`config.mk`:
```
export PLATFORM = sky130hd
export DESIGN_NAME = uart_tx_fifo
export DESIGN_NICKNAME = d
export VERILOG_FILES = /design/src/rtl/uart_pkg.sv /design/src/rtl/sync_fifo.sv /design/src/rtl/uart_tx_fifo.sv
export SDC_FILE = /design/constraint.sdc
export NUM_CORES = 1
export LEC_CHECK = 0
export ABC_AREA = 1
export CAP_MARGIN = 25
export CORE_MARGIN = 2
export CORE_UTILIZATION = 40
export CTS_CLUSTER_SIZE = 20
export DETAILED_ROUTE_END_ITERATION = 7
export HOLD_SLACK_MARGIN = 0.05
export PLACE_DENSITY = 0.66
export SYNTH_ARGS = -nofsm -noshare
export SYNTH_HDL_FRONTEND = slang
export SYNTH_SLANG_ARGS = --single-unit
```
`constraint.sdc`:
```
create_clock -name clk -period 6.1 [get_ports clk]
set_input_delay 0.915 -clock clk [delete_from_list [all_inputs] [get_ports clk]]
set_output_delay 0.915 -clock clk [all_outputs]
set_load 0.05 [all_outputs]
```
`src/rtl/uart_pkg.sv`:
```
// Shared types and elaboration helpers for the UART transmitter and the future receiver.
`timescale 1ns / 1ps
package uart_pkg;

    typedef enum logic [1:0] {
        PAR_NONE = 2'd0,
        PAR_ODD  = 2'd1,
        PAR_EVEN = 2'd2
    } parity_e;

    typedef enum logic [2:0] {
        StIdle,
        StStart,
        StData,
        StParity,
        StStop
    } tx_state_e;

    function automatic int unsigned calc_period(input int unsigned freq, input int unsigned baud);
        return freq / baud;
    endfunction

    // A bit must last at least two clocks so the divider has a distinct last count.
    function automatic bit period_ok(input int unsigned period);
        return period >= 2;
    endfunction

    function automatic bit is_pow2(input int unsigned n);
        return (n != 0) && ((n & (n - 1)) == 0);
    endfunction

endpackage

```
`src/rtl/sync_fifo.sv`:
```
// Synchronous FIFO with registered occupancy and full flags; pushes when full and pops when
// empty are ignored.
`timescale 1ns / 1ps
module sync_fifo
    import uart_pkg::*;
#(
    parameter int unsigned DEPTH = 4,
    parameter int unsigned WIDTH = 8
) (
    input  logic                         clk,
    input  logic                         rst,
    input  logic                         push,
    input  logic [WIDTH-1:0]             push_data,
    input  logic                         pop,
    output logic [WIDTH-1:0]             pop_data,
    output logic [$clog2(DEPTH+1)-1:0]   level,
    output logic                         full
);

    localparam int unsigned PTR_W = $clog2(DEPTH);
    localparam int unsigned LVL_W = $clog2(DEPTH + 1);

    if (!is_pow2(DEPTH) || DEPTH < 2) begin : g_bad_depth
        $error("sync_fifo: DEPTH must be a power of two and at least 2");
    end

    logic [WIDTH-1:0] mem [DEPTH];
    logic [PTR_W-1:0] wr_ptr_q, rd_ptr_q;
    logic             wr_en, rd_en;
    logic [LVL_W-1:0] level_next;

    always_comb begin
        wr_en      = push && !full;
        rd_en      = pop && (level != '0);
        level_next = level + LVL_W'(wr_en) - LVL_W'(rd_en);
    end

    assign pop_data = mem[rd_ptr_q];

    // Pointers are exactly log2(DEPTH) wide, so they wrap on their own.
    always_ff @(posedge clk) begin
        if (rst) begin
            wr_ptr_q <= '0;
            rd_ptr_q <= '0;
            level    <= '0;
            full     <= 1'b0;
        end else begin
            if (wr_en) wr_ptr_q <= wr_ptr_q + PTR_W'(1);
            if (rd_en) rd_ptr_q <= rd_ptr_q + PTR_W'(1);
            level <= level_next;
            full  <= (level_next == LVL_W'(DEPTH));
        end
    end

    always_ff @(posedge clk) begin
        if (wr_en) mem[wr_ptr_q] <= push_data;
    end

endmodule

```
`src/rtl/uart_tx_fifo.sv`:
```
// Buffered UART transmitter: a write FIFO feeds a start/data/parity/stop shifter that sends
// frames back-to-back whenever words are queued.
`timescale 1ns / 1ps
module uart_tx_fifo
    import uart_pkg::*;
#(
    parameter int unsigned FREQ      = 12000000,
    parameter int unsigned BAUD      = 9600,
    parameter int unsigned DATA_BITS = 8,
    parameter int unsigned PARITY    = 0,
    parameter int unsigned STOP_BITS = 1,
    parameter int unsigned DEPTH     = 4
) (
    input  logic                        clk,
    input  logic                        rst,
    input  logic                        in_valid,
    input  logic [DATA_BITS-1:0]        in_data,
    output logic                        in_ready,
    output logic                        txd,
    output logic                        busy,
    output logic [$clog2(DEPTH+1)-1:0]  level
);

    localparam int unsigned PERIOD = calc_period(FREQ, BAUD);
    localparam int unsigned DIV_W  = $clog2(PERIOD);
    localparam int unsigned LVL_W  = $clog2(DEPTH + 1);
    localparam parity_e     PAR_MODE  = parity_e'(2'(PARITY));
    localparam logic [DIV_W-1:0] DIV_LAST  = DIV_W'(PERIOD - 1);
    localparam logic [3:0]       DATA_LAST = 4'(DATA_BITS - 1);
    localparam logic [3:0]       STOP_LAST = 4'(STOP_BITS - 1);

    if (!period_ok(PERIOD)) begin : g_bad_period
        $error("uart_tx_fifo: FREQ/BAUD must give at least 2 clocks per bit");
    end
    if (DATA_BITS < 5 || DATA_BITS > 9) begin : g_bad_data_bits
        $error("uart_tx_fifo: DATA_BITS must be 5..9");
    end
    if (PARITY > 2) begin : g_bad_parity
        $error("uart_tx_fifo: PARITY must be 0, 1 or 2");
    end
    if (STOP_BITS < 1 || STOP_BITS > 2) begin : g_bad_stop_bits
        $error("uart_tx_fifo: STOP_BITS must be 1 or 2");
    end

    tx_state_e              state_q;
    logic [DIV_W-1:0]       div_q;
    logic [3:0]             bit_cnt_q;
    logic [DATA_BITS-1:0]   shreg_q;
    logic                   par_q;

    logic                   fifo_full, fifo_has;
    logic                   push, pop, bit_end, last_stop, next_idle, par_next;
    logic [DATA_BITS-1:0]   pop_data;
    logic [LVL_W-1:0]       level_next;

    sync_fifo #(
        .DEPTH (DEPTH),
        .WIDTH (DATA_BITS)
    ) u_fifo (
        .clk       (clk),
        .rst       (rst),
        .push      (push),
        .push_data (in_data),
        .pop       (pop),
        .pop_data  (pop_data),
        .level     (level),
        .full      (fifo_full)
    );

    assign in_ready = !fifo_full;

    always_comb begin
        push       = in_valid && in_ready;
        fifo_has   = (level != '0);
        bit_end    = (div_q == DIV_LAST);
        last_stop  = (state_q == StStop) && bit_end && (bit_cnt_q == STOP_LAST);
        pop        = fifo_has && ((state_q == StIdle) || last_stop);
        level_next = level + LVL_W'(push) - LVL_W'(pop);
        next_idle  = ((state_q == StIdle) || last_stop) && !fifo_has;
        par_next   = (PAR_MODE == PAR_ODD) ? ~(^pop_data) : ^pop_data;
    end

    always_ff @(posedge clk) begin
        if (rst) begin
            state_q   <= StIdle;
            div_q     <= '0;
            bit_cnt_q <= '0;
            shreg_q   <= '0;
            par_q     <= 1'b0;
            txd       <= 1'b1;
            busy      <= 1'b0;
        end else begin
            busy <= !next_idle || (level_next != '0);
            if (pop) begin
                // Loading a word always starts a start bit, from idle or straight after a stop.
                state_q   <= StStart;
                div_q     <= '0;
                bit_cnt_q <= '0;
                shreg_q   <= pop_data;
                par_q     <= par_next;
                txd       <= 1'b0;
            end else if (state_q != StIdle) begin
                if (!bit_end) begin
                    div_q <= div_q + DIV_W'(1);
                end else begin
                    div_q <= '0;
                    case (state_q)
                        StStart: begin
                            state_q   <= StData;
                            bit_cnt_q <= '0;
                            txd       <= shreg_q[0];
                            shreg_q   <= shreg_q >> 1;
                        end
                        StData: begin
                            if (bit_cnt_q == DATA_LAST) begin
                                bit_cnt_q <= '0;
                                if (PAR_MODE != PAR_NONE) begin
                                    state_q <= StParity;
                                    txd     <= par_q;
                                end else begin
                                    state_q <= StStop;
                                    txd     <= 1'b1;
                                end
                            end else begin
                                bit_cnt_q <= bit_cnt_q + 4'd1;
                                txd       <= shreg_q[0];
                                shreg_q   <= shreg_q >> 1;
                            end
                        end
                        StParity: begin
                            state_q   <= StStop;
                            bit_cnt_q <= '0;
                            txd       <= 1'b1;
                        end
                        StStop: begin
                            if (bit_cnt_q == STOP_LAST) begin
                                state_q <= StIdle;
                                txd     <= 1'b1;
                            end else begin
                                bit_cnt_q <= bit_cnt_q + 4'd1;
                            end
                        end
                        default: begin
                            state_q <= StIdle;
                            txd     <= 1'b1;
                        end
                    endcase
                end
            end
        end
    end

endmodule

```
* Yosys cells after proc, flatten, opt, wreduce, memory -nomap -nowiden
Memories as Yosys holds them, arrays and structs flattened. A register that Yosys moved wholly into a read port is not among the register bits.
Cells that the tools add are included.
** Word-level totals
- Bits in registers :: 36
- Word-level logic and storage cells :: 86
- Memories kept :: 1
- Bits in writable memories :: 32
- Input port bits :: 11
- Output and inout bits :: 6
** Operators by class
- Reduce and logical (&&, ||, !) cells :: 28
- Equal/unequal tests :: 13
- Muxes and demuxes :: 25
- $add $sub $neg :: 8
** Memories
- u_fifo.mem :: words 4, bits a word 8, rd ports 1, clocked after Yosys merged registers in 1, write ports 1, RTL line sync_fifo.sv:27 : logic [WIDTH-1:0] mem [DEPTH];
** Operators by type and width (number)
- $mux W8 :: 4
- $pmux W8 S2 :: 1
- $reduce_and A4 Y1 :: 4
- $reduce_bool A3 Y1 :: 5
- $pmux W3 S4 :: 1
- $pmux W4 S3 :: 1
- $add A11 B1 Y11 const B :: 1
- $eq A11 B11 Y1 const B :: 1
- $mux W11 :: 1
- $mux W1 :: 10
- $mux W4 :: 2
- $logic_and A1 B1 Y1 :: 7
- $add A3 B1 Y3 :: 2
- $eq A3 B2 Y1 const B :: 2
- $eq A3 B3 Y1 const B :: 2
- $mux W3 :: 2
- $ne A3 B2 Y1 const B :: 2
- $sub A3 B1 Y3 :: 2
- $add A2 B1 Y2 const B :: 2
- $add A4 B1 Y4 const B :: 1
- $eq A4 B3 Y1 const B :: 1
- $logic_not A4 Y1 :: 1
- $mux W2 :: 2
- $ne A2 B2 Y1 const B :: 2
- other kinds (10) :: 15

* Depth between registers and ports, before layout
- Depth in word-level cells :: 8
- Depth in mapped cells :: 14
- Depth with buffers taken out :: 14

* Cells and area by module
From an unflattened synthesis, not the netlist that was laid out.
** Second synthesis, totals
- Cells, all modules :: 368
- Area total of the unflattened synthesis :: 3236.9 sq um
** Modules (own cells, without submodules)
- sync_fifo :: area an instance 1687.9 sq um, sequential area each 1161.1 sq um, cells each 141, instances 1
- uart_tx_fifo :: area an instance 1549.0 sq um, sequential area each 560.5 sq um, cells each 227, instances 1

* Worst setup path before layout
Ideal clock, no wire load.
- Path kind :: register to register
- Start :: register u_fifo.level[1]
- End :: register busy
- Setup time :: 0.128 ns
- Buffers on the path :: 1
- Arrival time :: 2.536 ns
- Path slack :: 3.436 ns
- Data required time :: 5.972 ns
- Clock period less this slack :: 2.664 ns
- Stages on the path, launching flop included :: 11
- Cell sequence :: dfxtp_1 -> nor2_1 -> nand2_1 -> buf_2 -> a21boi_2 -> ha_1 -> inv_1 -> ha_1 -> fa_1 -> nor4_1 -> a21oi_1
** On the way
- Longest elaborated chain between the ends :: 5
- Elaborated cells on any way between the ends :: 9
- Those cells by class :: 2 x add/sub; 7 x reduce/logical
** RTL lines
- start: declaration :: RTL line sync_fifo.sv:16 : output logic [$clog2(DEPTH+1)-1:0] level,
- start signal: assignment :: RTL line sync_fifo.sv:50 : level <= level_next;
- $reduce_bool A3 Y1 :: RTL line uart_tx_fifo.sv:74 : fifo_has = (level != '0);
- $logic_and A1 B1 Y1 :: RTL line uart_tx_fifo.sv:77 : pop = fifo_has && ((state_q == StIdle) || last_stop);
- net pop :: RTL line uart_tx_fifo.sv:52 : logic push, pop, bit_end, last_stop, next_idle, par_next;
- $sub A3 B1 Y3 :: RTL line uart_tx_fifo.sv:78 : level_next = level + LVL_W'(push) - LVL_W'(pop);
- $reduce_bool A3 Y1 :: RTL line uart_tx_fifo.sv:93 : busy <= !next_idle || (level_next != '0);
- $logic_or A1 B1 Y1 :: RTL line uart_tx_fifo.sv:93
- end signal: assignment :: RTL line uart_tx_fifo.sv:93
- end: declaration :: RTL line uart_tx_fifo.sv:20 : output logic busy,
The timed path passes the listed nets, and every way through them passes these cells.
A chain may end at the register's enable or synchronous reset.

* Worst setup path in the final report
- Start :: register div_q[0]
- End :: register busy
** On the way
- Longest elaborated chain between the ends :: 8
- Elaborated cells on any way between the ends :: 10
- Those cells by class :: 1 x add/sub; 1 x eq/ne; 8 x reduce/logical
** RTL lines
- start: declaration :: RTL line uart_tx_fifo.sv:46 : logic [DIV_W-1:0] div_q;
- start signal: assignment :: RTL line uart_tx_fifo.sv:104 : div_q <= div_q + DIV_W'(1);
- $eq A11 B11 Y1 :: RTL line uart_tx_fifo.sv:75 : bit_end = (div_q == DIV_LAST);
- $logic_and A1 B1 Y1 (2 in series) :: RTL line uart_tx_fifo.sv:76 : last_stop = (state_q == StStop) && bit_end && (bit_cnt_q == STOP_LAST);
- $logic_or A1 B1 Y1 :: RTL line uart_tx_fifo.sv:77
- $logic_and A1 B1 Y1 :: RTL line uart_tx_fifo.sv:77
- net pop :: RTL line uart_tx_fifo.sv:52
- $sub A3 B1 Y3 :: RTL line uart_tx_fifo.sv:78
- $reduce_bool A3 Y1 :: RTL line uart_tx_fifo.sv:93
- $logic_or A1 B1 Y1 :: RTL line uart_tx_fifo.sv:93
The timed path passes the listed nets, and every way through them passes these cells.

==> flow_metrics.env <==
export IMPL_status="completed"
export IMPL_max_slew_margin_rel_pct=46.94
export IMPL_netSwitchingPower_mw=0.6245
export IMPL_portBuffers=16
export IMPL_worst_pin_slew_ns=0.7930
export IMPL_p_leak_nw=1.462
export IMPL_endpoint_kind="flop"
export IMPL_cts_tree="done"
export IMPL_place_ws_ns=3.312
export IMPL_diodes=0
export IMPL_drv_slew=0
export IMPL_dr_total_vias=2379
export IMPL_std_cell_rows=32
export IMPL_dieHeight_microns=94.44
export IMPL_post_cts_resized=0
export IMPL_p_seq_share_pct=39.6
export IMPL_synthCells=372
export IMPL_critPathMaxFanout=6
export IMPL_setup_tns_ns=0
export IMPL_crit_required_ns=6.33
export IMPL_grt_use_total_pct=14.71
export IMPL_path_cells="ha_1, nand2_1, nor2_2, nand3_2, a21boi_2, ha_1, inv_1, ha_1, fa_1, nor4_1, a21oi_1"
export IMPL_avgSynthCellArea_sq_um=8.795
export IMPL_postCtsSetupBuffers=0
export IMPL_rsz0062_at_grt="no"
export IMPL_grt_ovfl_total=0
export IMPL_numCtsBuffers=9
export IMPL_grt_pass1_wl_mm=10.13
export IMPL_min_period_over_period_pct=43.91
export IMPL_path_clk_slew_ns=0.08
export IMPL_place_congestion=0.7757
export IMPL_whs_ns=0.4923
export IMPL_fmax_mhz=373.3
export IMPL_clk_latency_ns=0.36
export IMPL_first_iter_violations=128
export IMPL_grt_max_degree=25
export IMPL_route_detailed_drc=0
export IMPL_cts_root_buf="clkbuf_8"
export IMPL_nets=416
export IMPL_ys_warn_count=0
export IMPL_max_cap_violations=0
export IMPL_hold_violations=0
export IMPL_htreeDepth=3
export IMPL_critPathTopFamily="adder cells"
export IMPL_min_path_cells=2
export IMPL_clock_sinks=70
export IMPL_ys_seq_area_share_pct=52.62
export IMPL_areaGrowthSynthToFinish_pct=13.27
export IMPL_crit_type="flop to flop"
export IMPL_grt_util_met2_pct=26.31
export IMPL_dieArea_sq_mm=0.008919
export IMPL_start_util_pct=41.91
export IMPL_first_pass_iters=4
export IMPL_final_cells=499
export IMPL_io_pins=17
export IMPL_hold_class="flop to flop"
export IMPL_worst_slack_ns=3.421
export IMPL_path_buf_inv=1
export IMPL_period_needed_ns=2.679
export IMPL_antenna_found_initial=0
export IMPL_core_area_sq_mm=0.007807
export IMPL_vdd_ir_drop_worst_v=0.0002259
export IMPL_setup_viol=0
export IMPL_ant_nets=0
export IMPL_reg2regPathDepth=11
export IMPL_slowest_stage="dfxtp_1"
export IMPL_switching_share_pct=40.39
export IMPL_die_w_microns=94.44
export IMPL_wl_per_cell_microns=11.73
export IMPL_intPower_mw=0.9216
export IMPL_use_met1_pct=16.34
export IMPL_skew_ns=0.01306
export IMPL_ctsLongestPathBuffers=2
export IMPL_powerDensity_mw_per_mm2=417.2
export IMPL_grt_busiest_layer="met2"
export IMPL_crit_top_cell="ha_1"
export IMPL_post_dp_hpwl_mm=4.036
export IMPL_drt_wl_total_mm=5.855
export IMPL_grt_pass1_vias=2264
export IMPL_cpPeakStageDelay_ns=0.41
export IMPL_grtUsageMet3_pct=4.868
export IMPL_crit_cells=11
export IMPL_hold_buffers=0
export IMPL_arrival_ns=2.91
export IMPL_p_comb_share_pct=37.0
export IMPL_viasPerCell=4.768
export IMPL_drive_above_1_share_pct=9.320
export IMPL_clockPowerShare_pct=23.4
export IMPL_place_inst=483
export IMPL_syn_nets=396
export IMPL_synth_area_sq_mm=0.003272
export IMPL_startpoint_type="flop"
export IMPL_synth_seq_cells=70
export IMPL_ys_types=31
synthesized netlist by cell type:
cell type  number  area, sq um
nand2_4         3        33.78
fa_1            2        40.04
nor3_1          5        25.02
o21ai_0        21        105.1
inv_1          41        153.9
dfxtp_1        38        760.7
a21oi_1        16        80.08
or2_2           2        12.51
clkbuf_1        1        3.750
edfxtp_1       32        960.9
nand3b_1        8        60.06
nand4_1         4        25.02
a22oi_1         1        7.510
nand4_2         1        12.51
nand2_2         1        6.260
o22ai_1         9        56.30
nand3_2         2        20.02
nor2b_1         1        6.260
xor2_1          7        61.31
inv_2           4        15.01
buf_6           2        22.52
nor4_1          1        6.260
nor2_2          7        43.79
nand3_1        21        105.1
a21boi_2        1        11.26
buf_2           4        20.02
nand2_1        65        244.0
nor2_1         58        217.7
ha_1           11        137.6
o211ai_1        1        7.510
o21ai_1         2        10.01
power by group through the flow:
| stage | sequential (mW) | clock, mW | combinational, mW |
|---|---|---|---|
| after global routing | 0.622 | 0.396 | 0.657 |
| after global placement | 0.622 | 0 | 0.562 |
| after detailed placement | 0.624 | 0 | 0.575 |
| final | 0.612 | 0.362 | 0.572 |
| after CTS | 0.613 | 0.375 | 0.579 |
| after floorplan | 0.644 | 0 | 0.436 |
tightest hold or removal path, cell delays in order, from the launching register on:
cell and delay (ns):
dfxtp_1 0.32, nand3_1 0.08, a21oi_1 0.06
stage by stage:
step	power (mW)	utilization, %	instance area (sq um)
finish	1.546	47.47	3706
global route	1.675	47.47	3706
CTS	1.566	47.47	3706
detailed placement	1.199	45.00	3513
global placement	1.184	45.00	3513
floorplan	1.080	-	3272
final timing paths:
path	from	endpoint	slack, ns
worst min-delay path	shreg_q[7]$_SDFFE_PP0P_	shreg_q[7]$_SDFFE_PP0P_	0.49
worst max register to register	div_q[0]$_SDFFE_PP0P_	busy$_SDFF_PP0_	3.42
worst min register to register	shreg_q[7]$_SDFFE_PP0P_	shreg_q[7]$_SDFFE_PP0P_	0.49
worst max-delay path	div_q[0]$_SDFFE_PP0P_	busy$_SDFF_PP0_	3.42
state kept, by name, summed over array words and instances, names as in the netlist, named ones only:
register and flops:
shreg_q 8, div_q 11, txd 1, state_q 3, u_fifo.wr_ptr_q 2, u_fifo.level 3, busy 1, bit_cnt_q 4
u_fifo.full 1, u_fifo.rd_ptr_q 2, u_fifo.mem 32
layout by cell type (no fill, tap or decap), drive strengths merged:
cell type and instances:
a22oi 1, clkbuf 9, xor2 7, fa 2
nand2 69, o22ai 9, ha 11, a21oi 16
nand3b 8, or2 2, nor3 5, o21ai 23
dfxtp 38, clkinv 1, nor4 1, nand4 5
nand3 23, clkdlybuf4s50 16, nor2 65, inv 51
nor2b 1, a21boi 1, edfxtp 32, o211ai 1
final cells by class:
type,instances,area (sq um)
Sequential cell,70,1722
Inverter,45,168.9
Timing Repair Buffer,16,160.2
Tap cell,102,127.6
Multi-Input combinational cell,250,1335
Clock buffer,9,123.9
Fill cell,745,4101
Clock inverter,7,68.82
metal layers:
layer,vias to the layer above,wire length (microns)
met3,8,178
li1,1264,-
met2,23,2843
met1,1084,2755
met4,0,78
met5,-,0
logic make-up (layout without fill, tap and decap cells):
kind of cell / after synthesis / after routing / synth area share [%]
AO/OA/AOI/OAI: 51 / 51 / 8.490
XOR/XNOR: 7 / 7 / 1.874
adder cells (fa/ha/maj): 13 / 13 / 5.430
buffers and inverters: 52 / 77 / 6.577
flip-flops: 70 / 70 / 52.62
AND/OR/NAND/NOR: 179 / 179 / 25.01
No activity file was read; power rests on OpenSTA's default activity.
